### src/rtl/i2c_slave_8bit_pkg.sv
// rtl/i2c_slave_8bit_pkg.sv - shared states, bus constants and helpers for the I2C target
package i2c_slave_8bit_pkg;

  typedef enum logic [2:0] {
    ST_IDLE,
    ST_ADDR,
    ST_ADDR_ACK,
    ST_RX,
    ST_RX_ACK,
    ST_TX,
    ST_TX_ACK,
    ST_WAIT_STOP
  } i2c_state_e;

  localparam logic ACK  = 1'b0;
  localparam logic NACK = 1'b1;

  function automatic logic addr_match(input logic [7:0] rx_byte, input logic [6:0] addr);
    return rx_byte[7:1] == addr;
  endfunction

endpackage

### src/rtl/i2c_slave_8bit_if.sv
// rtl/i2c_slave_8bit_if.sv - SDA/SCL pads plus rx/tx byte handshakes of the I2C target
interface i2c_slave_8bit_if;
  logic       scl_i;
  logic       sda_i;
  logic       sda_o;
  logic       sda_t;
  logic       o_rvalid;
  logic       i_rready;
  logic [7:0] o_rdata;
  logic       o_rfirst;
  logic       i_wvalid;
  logic       o_wready;
  logic [7:0] i_wdata;

  modport slave (
    input  scl_i, sda_i, i_rready, i_wvalid, i_wdata,
    output sda_o, sda_t, o_rvalid, o_rdata, o_rfirst, o_wready
  );

  modport master (
    output scl_i, sda_i, i_rready, i_wvalid, i_wdata,
    input  sda_o, sda_t, o_rvalid, o_rdata, o_rfirst, o_wready
  );
endinterface

### src/rtl/i2c_slave_8bit_line_filter.sv
// rtl/i2c_slave_8bit_line_filter.sv - 2-FF sync, glitch filter and edge strobes for one pad
module i2c_slave_8bit_line_filter #(
  parameter int unsigned FILT_LEN = 3
) (
  input  logic clk,
  input  logic rst_n,
  input  logic din,
  output logic level,
  output logic rise,
  output logic fall
);

  localparam int unsigned CW = (FILT_LEN > 1) ? $clog2(FILT_LEN) : 1;

  logic [1:0]    sync;
  logic [CW-1:0] cnt;

  // An idle bus is high, so the filter comes out of reset at 1 and no edge fires.
  always_ff @(posedge clk or negedge rst_n) begin
    if (!rst_n) begin
      sync  <= 2'b11;
      level <= 1'b1;
      cnt   <= '0;
      rise  <= 1'b0;
      fall  <= 1'b0;
    end else begin
      sync <= {sync[0], din};
      rise <= 1'b0;
      fall <= 1'b0;
      if (sync[1] == level) begin
        cnt <= '0;
      end else if (cnt == CW'(FILT_LEN - 1)) begin
        level <= sync[1];
        rise  <= sync[1];
        fall  <= ~sync[1];
        cnt   <= '0;
      end else begin
        cnt <= cnt + 1'b1;
      end
    end
  end

endmodule

### src/rtl/i2c_slave_8bit.sv
// rtl/i2c_slave_8bit.sv - I2C target byte engine: address match, byte receive and transmit
module i2c_slave_8bit
  import i2c_slave_8bit_pkg::*;
#(
  parameter logic [6:0]  SLAVE_ADDR = 7'h50,
  parameter int unsigned FILT_LEN   = 3
) (
  input  logic            clk,
  input  logic            rst_n,
  i2c_slave_8bit_if.slave bus,
  output logic            o_start,
  output logic            o_stop,
  output logic            o_addr_hit,
  output logic            o_rw,
  output logic            o_busy,
  output logic            o_nack,
  output logic            o_underrun
);

  logic scl, scl_rise, scl_fall;
  logic sda, sda_rise, sda_fall;

  i2c_slave_8bit_line_filter #(.FILT_LEN(FILT_LEN)) u_scl_filt (
    .clk(clk), .rst_n(rst_n), .din(bus.scl_i),
    .level(scl), .rise(scl_rise), .fall(scl_fall)
  );

  i2c_slave_8bit_line_filter #(.FILT_LEN(FILT_LEN)) u_sda_filt (
    .clk(clk), .rst_n(rst_n), .din(bus.sda_i),
    .level(sda), .rise(sda_rise), .fall(sda_fall)
  );

  logic start_det, stop_det;
  assign start_det = sda_fall && scl;
  assign stop_det  = sda_rise && scl;

  i2c_state_e state, state_n;
  logic [2:0] cnt, cnt_n;
  logic [7:0] rx_sh, rx_sh_n, tx_sh, tx_sh_n;
  logic [7:0] rdata_q, rdata_n, hold_q, hold_n;
  logic       sda_t_q, sda_t_n;
  logic       rvalid_q, rvalid_n, rfirst_q, rfirst_n, first_q, first_n;
  logic       hold_full_q, hold_full_n, rw_q, rw_n, busy_q, busy_n;
  logic       start_n, stop_n, hit_n, nack_n, under_n;
  logic       load_tx, rx_free;
  logic [7:0] rx_byte, tx_src;

  always_comb begin
    state_n     = state;
    cnt_n       = cnt;
    rx_sh_n     = rx_sh;
    tx_sh_n     = tx_sh;
    rdata_n     = rdata_q;
    hold_n      = hold_q;
    sda_t_n     = sda_t_q;
    rvalid_n    = rvalid_q;
    rfirst_n    = rfirst_q;
    first_n     = first_q;
    hold_full_n = hold_full_q;
    rw_n        = rw_q;
    busy_n      = busy_q;
    start_n     = 1'b0;
    stop_n      = 1'b0;
    hit_n       = 1'b0;
    nack_n      = 1'b0;
    under_n     = 1'b0;
    load_tx     = 1'b0;
    rx_byte     = {rx_sh[6:0], sda};
    // The user draining the old byte on this very cycle frees room for the new one.
    rx_free     = !rvalid_q || bus.i_rready;
    tx_src      = hold_full_q ? hold_q : 8'hFF;

    if (rvalid_q && bus.i_rready) rvalid_n = 1'b0;

    if (stop_det) begin
      state_n = ST_IDLE;
      cnt_n   = 3'd0;
      sda_t_n = 1'b0;
      busy_n  = 1'b0;
      stop_n  = 1'b1;
    end else if (start_det) begin
      state_n = ST_ADDR;
      cnt_n   = 3'd0;
      sda_t_n = 1'b0;
      start_n = 1'b1;
    end else begin
      case (state)
        ST_ADDR: if (scl_rise) begin
          rx_sh_n = rx_byte;
          if (cnt == 3'd7) begin
            cnt_n = 3'd0;
            if (addr_match(rx_byte, SLAVE_ADDR)) begin
              hit_n   = 1'b1;
              rw_n    = rx_byte[0];
              busy_n  = 1'b1;
              first_n = ~rx_byte[0];
              state_n = ST_ADDR_ACK;
            end else begin
              state_n = ST_WAIT_STOP;
            end
          end else begin
            cnt_n = cnt + 3'd1;
          end
        end
        // First SCL fall asserts the ACK, the next one releases it.
        ST_ADDR_ACK, ST_RX_ACK: if (scl_fall) begin
          if (!sda_t_q) begin
            sda_t_n = 1'b1;
          end else if (state == ST_ADDR_ACK && rw_q) begin
            load_tx = 1'b1;
          end else begin
            sda_t_n = 1'b0;
            state_n = ST_RX;
          end
        end
        ST_RX: if (scl_rise) begin
          rx_sh_n = rx_byte;
          if (cnt == 3'd7) begin
            cnt_n = 3'd0;
            if (rx_free) begin
              rdata_n  = rx_byte;
              rvalid_n = 1'b1;
              rfirst_n = first_q;
              first_n  = 1'b0;
              state_n  = ST_RX_ACK;
            end else begin
              state_n = ST_WAIT_STOP;
            end
          end else begin
            cnt_n = cnt + 3'd1;
          end
        end
        ST_TX: if (scl_fall) begin
          if (cnt == 3'd7) begin
            cnt_n   = 3'd0;
            sda_t_n = 1'b0;
            state_n = ST_TX_ACK;
          end else begin
            sda_t_n = ~tx_sh[7];
            tx_sh_n = {tx_sh[6:0], 1'b1};
            cnt_n   = cnt + 3'd1;
          end
        end
        // A NACK leaves on the rise, so any fall seen here follows an ACK.
        ST_TX_ACK: begin
          if (scl_rise) begin
            if (sda == NACK) begin
              nack_n  = 1'b1;
              state_n = ST_WAIT_STOP;
            end
          end else if (scl_fall) begin
            load_tx = 1'b1;
          end
        end
        default: ;
      endcase
    end

    if (load_tx) begin
      state_n = ST_TX;
      cnt_n   = 3'd0;
      sda_t_n = ~tx_src[7];
      tx_sh_n = {tx_src[6:0], 1'b1};
      if (hold_full_q) hold_full_n = 1'b0;
      else             under_n     = 1'b1;
    end

    if (bus.i_wvalid && !hold_full_q) begin
      hold_n      = bus.i_wdata;
      hold_full_n = 1'b1;
    end
  end

  always_ff @(posedge clk or negedge rst_n) begin
    if (!rst_n) begin
      state       <= ST_IDLE;
      cnt         <= 3'd0;
      rx_sh       <= 8'h00;
      tx_sh       <= 8'h00;
      rdata_q     <= 8'h00;
      hold_q      <= 8'h00;
      sda_t_q     <= 1'b0;
      rvalid_q    <= 1'b0;
      rfirst_q    <= 1'b0;
      first_q     <= 1'b0;
      hold_full_q <= 1'b0;
      rw_q        <= 1'b0;
      busy_q      <= 1'b0;
      o_start     <= 1'b0;
      o_stop      <= 1'b0;
      o_addr_hit  <= 1'b0;
      o_nack      <= 1'b0;
      o_underrun  <= 1'b0;
    end else begin
      state       <= state_n;
      cnt         <= cnt_n;
      rx_sh       <= rx_sh_n;
      tx_sh       <= tx_sh_n;
      rdata_q     <= rdata_n;
      hold_q      <= hold_n;
      sda_t_q     <= sda_t_n;
      rvalid_q    <= rvalid_n;
      rfirst_q    <= rfirst_n;
      first_q     <= first_n;
      hold_full_q <= hold_full_n;
      rw_q        <= rw_n;
      busy_q      <= busy_n;
      o_start     <= start_n;
      o_stop      <= stop_n;
      o_addr_hit  <= hit_n;
      o_nack      <= nack_n;
      o_underrun  <= under_n;
    end
  end

  assign bus.sda_o    = 1'b0;
  assign bus.sda_t    = sda_t_q;
  assign bus.o_rvalid = rvalid_q;
  assign bus.o_rdata  = rdata_q;
  assign bus.o_rfirst = rfirst_q;
  assign bus.o_wready = ~hold_full_q;
  assign o_rw         = rw_q;
  assign o_busy       = busy_q;

endmodule
### src/flat_wrapper.sv
// flat-port wrapper written by rule: the top's interface ports become plain ports
module i2c_slave_8bit_flat import i2c_slave_8bit_pkg::*;
#(
  parameter logic [6:0]  SLAVE_ADDR = 7'h50,
  parameter int unsigned FILT_LEN   = 3
)
  (clk, rst_n, o_start, o_stop, o_addr_hit, o_rw, o_busy, o_nack, o_underrun, bus_scl_i, bus_sda_i, bus_i_rready, bus_i_wvalid, bus_i_wdata, bus_sda_o, bus_sda_t, bus_o_rvalid, bus_o_rdata, bus_o_rfirst, bus_o_wready);
  i2c_slave_8bit_if bus_i ();
  input  logic clk;
  input  logic rst_n;
  output logic o_start;
  output logic o_stop;
  output logic o_addr_hit;
  output logic o_rw;
  output logic o_busy;
  output logic o_nack;
  output logic o_underrun;
  input wire logic [$bits(bus_i.scl_i)-1:0] bus_scl_i;
  input wire logic [$bits(bus_i.sda_i)-1:0] bus_sda_i;
  input wire logic [$bits(bus_i.i_rready)-1:0] bus_i_rready;
  input wire logic [$bits(bus_i.i_wvalid)-1:0] bus_i_wvalid;
  input wire logic [$bits(bus_i.i_wdata)-1:0] bus_i_wdata;
  output wire logic [$bits(bus_i.sda_o)-1:0] bus_sda_o;
  output wire logic [$bits(bus_i.sda_t)-1:0] bus_sda_t;
  output wire logic [$bits(bus_i.o_rvalid)-1:0] bus_o_rvalid;
  output wire logic [$bits(bus_i.o_rdata)-1:0] bus_o_rdata;
  output wire logic [$bits(bus_i.o_rfirst)-1:0] bus_o_rfirst;
  output wire logic [$bits(bus_i.o_wready)-1:0] bus_o_wready;
  assign bus_i.scl_i = bus_scl_i;
  assign bus_i.sda_i = bus_sda_i;
  assign bus_i.i_rready = bus_i_rready;
  assign bus_i.i_wvalid = bus_i_wvalid;
  assign bus_i.i_wdata = bus_i_wdata;
  assign bus_sda_o = bus_i.sda_o;
  assign bus_sda_t = bus_i.sda_t;
  assign bus_o_rvalid = bus_i.o_rvalid;
  assign bus_o_rdata = bus_i.o_rdata;
  assign bus_o_rfirst = bus_i.o_rfirst;
  assign bus_o_wready = bus_i.o_wready;
  i2c_slave_8bit #(.SLAVE_ADDR(SLAVE_ADDR), .FILT_LEN(FILT_LEN)) u_core (.clk(clk), .rst_n(rst_n), .bus(bus_i), .o_start(o_start), .o_stop(o_stop), .o_addr_hit(o_addr_hit), .o_rw(o_rw), .o_busy(o_busy), .o_nack(o_nack), .o_underrun(o_underrun));
endmodule
### config.mk
export PLATFORM = sky130hd
export DESIGN_NAME = i2c_slave_8bit_flat
export DESIGN_NICKNAME = d
export VERILOG_FILES = /design/src/rtl/i2c_slave_8bit_pkg.sv /design/src/rtl/i2c_slave_8bit_if.sv /design/src/rtl/i2c_slave_8bit_line_filter.sv /design/src/rtl/i2c_slave_8bit.sv /design/src/flat_wrapper.sv
export SDC_FILE = /design/constraint.sdc
export NUM_CORES = 1
export LEC_CHECK = 0
export ABC_CLOCK_PERIOD_IN_PS = 4600
export CORE_MARGIN = 2
export CORE_UTILIZATION = 45
export DETAILED_ROUTE_END_ITERATION = 10
export GPL_TIMING_DRIVEN = 1
export PLACE_DENSITY = 0.72
export SYNTH_ARGS = -nofsm -noshare
export SYNTH_HDL_FRONTEND = slang
export SYNTH_SLANG_ARGS = --single-unit
export TNS_END_PERCENT = 1
### constraint.sdc
create_clock -name clk -period 4.6 [get_ports clk]
set_clock_uncertainty 0.1 [all_clocks]
set_input_delay 0.69 -clock clk [delete_from_list [all_inputs] [get_ports clk]]
set_output_delay 0.69 -clock clk [all_outputs]
set_load 0.1 [all_outputs]
**Word-level counts from Yosys, hierarchy flattened**

Cells that the tools add are included.

- Multiplexer cells: 97
- Reduce and logical (&&, ||, !) cells: 32
- Equal/unequal tests: 34
- Bitwise logic cells: 10
- $add $sub $neg: 3

Operator list:

| operator | number |
|---|---|
| $mux 3 | 21 |
| $mux 1 | 59 |
| $mux 8 | 7 |
| $ne 5x2->1 const B | 7 |
| $ne 5x1->1 const B | 5 |
| $reduce_bool 2->1 | 8 |
| $pmux 3 s5 | 1 |
| $eq 3x3->1 const B | 4 |
| $reduce_and 12->1 | 1 |
| $reduce_and 6->1 | 2 |
| $mux 2 | 5 |
| $ne 2x1->1 const B | 5 |
| $ne 2x2->1 const B | 5 |
| $not 1->1 | 10 |
| $reduce_and 5->1 | 2 |
| $reduce_bool 5->1 | 2 |
| $reduce_and 9->1 | 1 |
| $reduce_bool 8->1 | 1 |
| $eq 7x7->1 const B | 1 |
| $eq 3x2->1 const B | 2 |
| $pmux 1 s2 | 3 |
| $pmux 3 s2 | 1 |
| $reduce_and 3->1 | 2 |
| $logic_and 1x1->1 | 5 |
| 10 further kinds | 16 |

- Output and inout bits: 20
- Word-level logic and storage cells: 204
- Register bits: 63
- Input port bits: 14

**Depth between registers and ports, before layout**

Gate-level depths: netlist of run 1.

- Word-level depth: 10
- Gate-level depth with buffers: 7
- Depth with buffers taken out: 7

**Hierarchy**

From an unflattened synthesis of run 1, not the netlist that was laid out.

- Cell total of the unflattened synthesis: 247
- Area, all modules: 2,890.3 µm²

By module, submodules not included:

| module | instances | cells an instance | area each (µm²) | seq. area each (µm²) |
|---|---|---|---|---|
| i2c_slave_8bit | 1 | 219 | 2,402.3 | 1,226.2 |
| i2c_slave_8bit_line_filter | 2 | 14 | 244.0 | 178.9 |

**Least setup slack after synthesis of run 1**

No wires, ideal clock.

- Kind: register to register
- Start point: register u_core.rw_q (netlist: u_core.o_rw)
- End point: register u_core.tx_sh[6]
- Library setup time: 0.127 ns
- Path slack: 2.417 ns
- Data arrival time: 1.956 ns
- Cell stages (with the launch flop): 7
- Required time: 4.373 ns
- Clock period less this slack: 2.183 ns
- Path buffers: 1
- Path through: dfrtp_1 > and3b_1 > o2111a_1 > nand2_1 > buf_4 > nor3_1 > o31ai_2

- Longest elaborated chain between the ends: 9
- Elaborated cells on any way between the ends: 14
- Classes of those cells: eq/ne: 3; mux: 7; reduce/logical: 4

Ends and longest elaborated chain:

| what | line | text |
|---|---|---|
| start, declared | i2c_slave_8bit.sv:43 | `logic hold_full_q, hold_full_n, rw_q, rw_n, busy_q, busy_n;` |
| start signal, assigned | i2c_slave_8bit.sv:206 | `rw_q <= rw_n;` |
| $logic_and 1x1->1 * | i2c_slave_8bit.sv:109 | `end else if (state == ST_ADDR_ACK && rw_q) begin` |
| $mux 1 * | i2c_slave_8bit.sv:109 |  |
| $mux 1 * | i2c_slave_8bit.sv:107 | `if (!sda_t_q) begin` |
| $mux 1 * | i2c_slave_8bit.sv:106 | `ST_ADDR_ACK, ST_RX_ACK: if (scl_fall) begin` |
| $pmux 1 s2 * | i2c_slave_8bit.sv:87 | `case (state)` |
| $mux 1 * | i2c_slave_8bit.sv:81 | `end else if (start_det) begin` |
| $mux 1 * | i2c_slave_8bit.sv:75 | `if (stop_det) begin` |
| $ne 2x2->1 (no line), or another cell as far along | - |  |
| $reduce_and 5->1 (no line) | - |  |
| end signal, assigned | i2c_slave_8bit.sv:198 | `tx_sh <= tx_sh_n;` |
| end, declared | i2c_slave_8bit.sv:39 | `logic [7:0] rx_sh, rx_sh_n, tx_sh, tx_sh_n;` |

Mark *: on every way between the ends. The rest lies on a longest branch, timed or not.
A chain may end at the register's enable or synchronous reset.

**Worst setup path in the final report of run 1**

- Start point: register u_core.hold_full_q
- End point: output bus_o_wready

- Longest elaborated chain between the ends: 1

Ends and longest elaborated chain:

| what | line | text |
|---|---|---|
| start, declared | i2c_slave_8bit.sv:43 |  |
| start signal, assigned | i2c_slave_8bit.sv:205 | `hold_full_q <= hold_full_n;` |
| $not 1->1 | i2c_slave_8bit.sv:221 | `assign bus.o_wready = ~hold_full_q;` |
| end, declared | flat_wrapper.sv:28 | `output wire logic [$bits(bus_i.o_wready)-1:0] bus_o_wready;` |

Every way passes these cells.

==> flow_summary.toml, run 1 <==
[pwr]
vdd_drop_max_uv = 261
leakage_nw = 1.55
total_power_mw = 1.68
p_per_area_nw_per_um2 = 488

[synthesis]
yosys_warnings = 0
ys_async_sr_fraction = 1.00
synthDominantCellAreaShare = 0.499
synth_nets = 252
synth_cells = 236
synth-seq-area-share = 0.555
synth-edff-count = 0
yosysUniqueCellTypes = 52
yosys-top-cells-area = "dfrtp_1, mux2_2, dfstp_2"
syn_area_per_cell_um2 = 12.1
yosys.area.top_type = "dfrtp_1"
synth_area_um2 = 2860
ys.flop_type = "dfrtp_1"
ys_ff_latch = 63

[placed_design]
dpl_cell_area_um2 = 3210
portBuffers = 32
place_inst = 337
hpwlAfterDp_mm = 3.59
pre_cts_ws_ns = 2.10
place.gp.congestion = 0.899

[grt]
grt_start_max_net_pins = 40
grt_pass1_vias = 1877
grt_pass1_wl_mm = 8.87
antenna_found_initial = 0
globalRoute.totalOverflow = 0
grt_use_total = 0.160

[run]
cap_violations = 0

[timing]
post-route-period-util = 0.623
layout_setup_ws_ns = 1.73
finalSetupViolations = 0
fmax_mhz = 349
slew_violations = 0
fin_setup_tns_ns = 0
fin_crit_ns = 2.87
relSlewSlack = 0.350
hold_ws_ns = 0.247
worstMarginPinSlew_ns = 0.972
hold_viol_final = 0
rsz0062_at_grt = "no"

[worst_setup_path]
r2r-end = "u_core.bus.o_rdata[3]$_DFFE_PN0P_"
critPathKind = "reg2out"
required_ns = 3.81
crit_slowest_cell = "clkdlybuf4s50_1"
startpoint = "u_core.hold_full_q$_DFFE_PN0P_"
crit_path_max_fanout = 9
max_stage_delay_ns = 1.17
cp.arrival_ns = 2.08
rr_startpoint = "u_core.state[0]$_DFFE_PN0P_"
r2r_slack_ns = 2.33
cp-end-kind = "primary output"
cp-start-kind = "register"
reg2reg_depth = 5
cp_cell_sequence = "clkinv_1 > clkdlybuf4s50_1"

[die]
rows = 29
die_w_um = 83.7
initial_core_util = 0.458
ioPinCount = 34
fp.dieH_um = 83.7
core-area_um2 = 6240
die-area_um2 = 7000

[finish]
layout-drive-gt1-share = 0.225
seqCellArea_um2 = 1580
nFillCells = 544
syn_to_final_growth_pct = 20.6
fin_nets = 287
multiInputGateArea_um2 = 1180
postLayoutCellArea_um2 = 3440
fin_cells = 353
fin_util = 0.552
antenna_cells = 0

[routing]
first_pass_iters = 4
ant_nets = 0
vias = 1888
wire_per_inst_um = 14.6
drt-met1-wl_mm = 2.45
wl_mm = 5.15
drtIter0Drc = 134
vias_per_cell = 5.35
topRoutingLayerUsed = "met4"
dr_wl_met2_mm = 2.39
wl_met3_um = 154
drc = 0

[clock_tree]
cts_resized = 0
htree_levels = 3
clk_pin_slew_ns = 0.07
cts_buffers = 9
root_buffer = "clkbuf_8"
max-clock-path-buffers = 2
cts_setup_buffers = 0
cts_tree = "yes"
clock_latency_ns = 0.34
cts_hold_buf = 0
clock_sinks = 63

[min_path]
min_path_type = "in2async"

[status]
outcome = "completed"
[registers in the layout (all words and copies together), names as in the netlist, 2 cells and up]
name and cells:
u_core.bus.o_rdata 8, u_core.cnt 3, u_core.hold_q 8, u_core.rx_sh 7
u_core.state 3, u_core.tx_sh 8, u_core.u_scl_filt.cnt 2, u_core.u_scl_filt.sync 2
u_core.u_sda_filt.cnt 2, u_core.u_sda_filt.sync 2
[worst max path at each step]
stage,to,slack (ns)
3_5_place_dp,bus_o_wready,2.10
6_report,bus_o_wready,1.73
4_1_cts,bus_o_wready,1.73
5_1_grt,bus_o_wready,1.67
2_1_floorplan,u_core.tx_sh[6]$_DFFE_PN0P_,2.42
3_3_place_gp,bus_o_wready,2.12
[logic make-up after synthesis]
kind of cell,share of synthesized area
and+or+nand+nor,0.153
buffers and inverters,0.0320
xor gates and xnor gates,0.00307
DFF,0.555
muxes,0.129
other,0.00131
adders and majority gates,0.00876
AOI/OAI and AO/OA,0.118
[cell type report]
type / count / area share
Inverter: 7 / 0.00763
Multi-Input combinational cell: 157 / 0.343
Timing Repair Buffer: 33 / 0.0937
Clock inverter: 3 / 0.0189
Sequential cell: 63 / 0.460
Tap cell: 77 / 0.0280
Clock buffer: 13 / 0.0490
[worst max-delay path, delay by kind of cell, from the launching register on]
family / cells / cell delay [ns]
flip-flops: 1 / 0.41
buffers and inverters: 2 / 1.33
[routing by layer]
layer / vias to the layer above / GRT usage
li1: 907 / -
met1: 937 / 0.214
met2: 34 / 0.245
met3: 10 / 0.0346
met4: 0 / 0.0865
met5: - / 0
[synthesized netlist by cell type, types with 2 or more instances]
master / count
dfrtp_1: 57
nor2_1: 21
nand2_1: 19
mux2_2: 17
mux2_4: 9
nand2b_1: 9
nor3_1: 8
a211oi_1: 7
dfstp_2: 6
a21oi_1: 5
inv_1: 5
nand3_1: 5
o31ai_1: 5
buf_4: 4
o21ai_0: 4
mux2i_1: 3
nor2b_1: 3
o21ai_1: 3
o31ai_2: 3
a21o_1: 2
a31oi_1: 2
buf_6: 2
clkbuf_1: 2
ha_1: 2
nand4_1: 2
nor3b_1: 2
o211ai_1: 2
o21ai_4: 2
or3_1: 2
[report_power, final]
part / leakage, nW / switching, mW / total, mW / internal [mW]
sequential: 0.813 / 0.112 / 0.767 / 0.654
clock: 0.120 / 0.207 / 0.556 / 0.349
combinational: 0.618 / 0.204 / 0.358 / 0.154
total: 1.55 / 0.524 / 1.68 / 1.16
[placed cells by master (no fill, tap or decap), drive strengths merged, types with 2 or more instances in the layout]
| cell type | count |
|---|---|
| a211oi | 7 |
| nand3 | 5 |
| nand4 | 2 |
| bufinv | 2 |
| nor2b | 4 |
| nor2 | 22 |
| mux2i | 3 |
| o211ai | 2 |
| clkbuf | 13 |
| clkinv | 2 |
| dfstp | 6 |
| a31oi | 2 |
| o31ai | 8 |
| nor3 | 10 |
| clkdlybuf4s50 | 31 |
| nand2 | 20 |
| o21ai | 9 |
| a21oi | 5 |
| nor3b | 2 |
| dfrtp | 57 |
| mux2 | 27 |
| inv | 6 |
| a21o | 2 |
| or3 | 2 |
| buf | 2 |
| ha | 2 |
| nand2b | 9 |
(Power assumes the default switching activity.)
==> inputs of run 2 (changes only) <==
--- a/config.mk
+++ b/config.mk
@@ -5,12 +5,12 @@
 export SDC_FILE = /design/constraint.sdc
 export NUM_CORES = 1
 export LEC_CHECK = 0
-export ABC_CLOCK_PERIOD_IN_PS = 4600
+export ABC_CLOCK_PERIOD_IN_PS = 2550
 export CORE_MARGIN = 2
 export CORE_UTILIZATION = 45
 export DETAILED_ROUTE_END_ITERATION = 10
 export GPL_TIMING_DRIVEN = 1
-export PLACE_DENSITY = 0.72
+export PLACE_DENSITY = 0.74
 export SYNTH_ARGS = -nofsm -noshare
 export SYNTH_HDL_FRONTEND = slang
 export SYNTH_SLANG_ARGS = --single-unit
==> constraint.sdc (replaced) <==
create_clock -name clk -period 2.55 [get_ports clk]
set_clock_uncertainty 0.1 [all_clocks]
set_input_delay 0.3825 -clock clk [delete_from_list [all_inputs] [get_ports clk]]
set_output_delay 0.3825 -clock clk [all_outputs]
set_load 0.1 [all_outputs]
==> flow_summary.toml, run 2 (synthesis gave the netlist of run 1 again) <==
[worst_setup_path]
cp-end-kind = "register"
required_ns = 2.71
critPathKind = "reg2reg"
cp-start-kind = "register"
crit_path_max_fanout = 16
crit_slowest_cell = "dfrtp_1"
cp_cell_sequence = "and2b_1 > o2111a_1 > nand2_1 > or3_1 > a21oi_1"
cp.arrival_ns = 2.30
max_stage_delay_ns = 0.68

[finish]
mostFrequentLayoutCells = "dfrtp_1, buf_4, nor2_1"
fin_nets = 290
antenna_cells = 0
fin_cells = 356
final_common_cell = "dfrtp_1"
postLayoutCellArea_um2 = 3380
syn_to_final_growth_pct = 18.4
layout-drive-gt1-share = 0.301

[pwr]
p_per_area_nw_per_um2 = 865
p_comb_frac = 0.238
leakage_nw = 1.58
vdd_drop_max_uv = 554
p_seq_frac = 0.466
intPower_mw = 1.94
clock_power_share = 0.295
switching_share = 0.335
power_switching_mw = 0.980

[die]
ioPinCount = 34
fp.dieH_um = 83.7
die_w_um = 83.7
rows = 29
initial_core_util = 0.458
die-area_um2 = 7000
core-area_um2 = 6240

[grt]
grt_pass1_wl_mm = 9.07
grt_pass1_vias = 1883
grt_start_max_net_pins = 64
grt_use_total = 0.164
globalRoute.totalOverflow = 0
antenna_found_initial = 0

[routing]
wl_mm = 5.34
wl_met3_um = 223
drtIter0Drc = 174
dr_wl_met2_mm = 2.57
vias_per_cell = 5.42
topRoutingLayerUsed = "met4"
drc = 0
first_pass_iters = 4
vias = 1929
ant_nets = 0
wire_per_inst_um = 15.0
drt-met1-wl_mm = 2.45

[placed_design]
place.gp.congestion = 0.880
portBuffers = 32
dpl_cell_area_um2 = 3190
hpwlAfterDp_mm = 3.64
place_inst = 340

[clock_tree]
max-clock-path-buffers = 2
cts_hold_buf = 0
cts_resized = 0
root_buffer = "clkbuf_8"
cts_buffers = 9
clock_sinks = 63
clock_latency_ns = 0.33
htree_levels = 3
cts_setup_buffers = 0
clk_pin_slew_ns = 0.07
cts_tree = "yes"

[timing]
post-route-period-util = 0.841
fin_crit_ns = 2.14
slew_violations = 0
finalSetupViolations = 0
relSlewSlack = 0.500
hold_viol_final = 0
rsz0062_at_grt = "no"
worstMarginPinSlew_ns = 0.751
fmax_mhz = 466
fin_setup_tns_ns = 0

[min_path]
min_path_type = "in2async"

[status]
outcome = "completed"

[run]
cap_violations = 0
run 2: cell count changes in the layout (fill, tap and decap cells not counted):
cell	change
buf_4	+22
clkdlybuf4s50_1	-19
clkbuf_8	-2
bufinv_16	-1
clkinv_2	+1
clkinvlp_4	+1
inv_6	+1
run 2: final cells by class:
| cell class | count | area [µm²] |
|---|---|---|
| Clock buffer | 11 | 141 |
| Multi-Input combinational cell | 157 | 1180 |
| Tap cell | 77 | 96.3 |
| Timing Repair Buffer | 36 | 298 |
| Sequential cell | 63 | 1580 |
| Fill cell | 533 | 2860 |
| Clock inverter | 5 | 56.3 |
| Inverter | 7 | 26.3 |
run 2: worst max-delay path, delay by kind of cell, from the launching register on:
kind	cells	cell delay, ns
and+or+nand+nor	3	0.87
AOI/OAI and AO/OA	2	0.42
DFF	1	0.68
run 2: power by group through the flow:
stage | Sequential [mW] | Clock, mW | Combinational [mW]
4_1_cts | 1.36 | 0.890 | 0.698
3_5_place_dp | 1.38 | 0 | 0.697
6_report | 1.36 | 0.864 | 0.696
5_1_grt | 1.39 | 0.938 | 0.759
2_1_floorplan | 1.37 | 0 | 0.527
3_3_place_gp | 1.37 | 0 | 0.678
run 2: final timing paths:
kind                                                     start                                  end  slack [ns]  cells past startpoint
min reg2reg                u_core.u_scl_filt.sync[0]$_DFF_PN1_  u_core.u_scl_filt.sync[1]$_DFF_PN1_        0.26                      0
min                                                      rst_n    u_core.bus.o_rdata[4]$_DFFE_PN0P_        0.11                      2
max                                u_core.state[2]$_DFFE_PN0P_         u_core.bus.sda_t$_DFFE_PN0P_        0.41                      5
max reg2reg                        u_core.state[2]$_DFFE_PN0P_         u_core.bus.sda_t$_DFFE_PN0P_        0.41                      5
min in group clk           u_core.u_scl_filt.sync[0]$_DFF_PN1_  u_core.u_scl_filt.sync[1]$_DFF_PN1_        0.26                      0
max in group asynchronous                                rst_n          u_core.state[0]$_DFFE_PN0P_        1.76                      2
run 2: metal layers:
layer,vias to the layer above,track usage
met5,-,0
met4,0,0.0850
met3,9,0.0307
met2,43,0.246
met1,963,0.227
li1,914,-
run 2: metrics by stage:
stage,hold slack [ns],total power [mW],util,setup WS (ns)
final,0.108,2.93,0.542,0.406
after global routing,0.188,3.09,0.542,0.248
after CTS,0.129,2.95,0.542,0.417
after detailed placement,0.248,2.08,0.510,0.424
after global placement,0.245,2.05,0.510,0.529
after floorplan,-0.0131,1.89,-,0.367
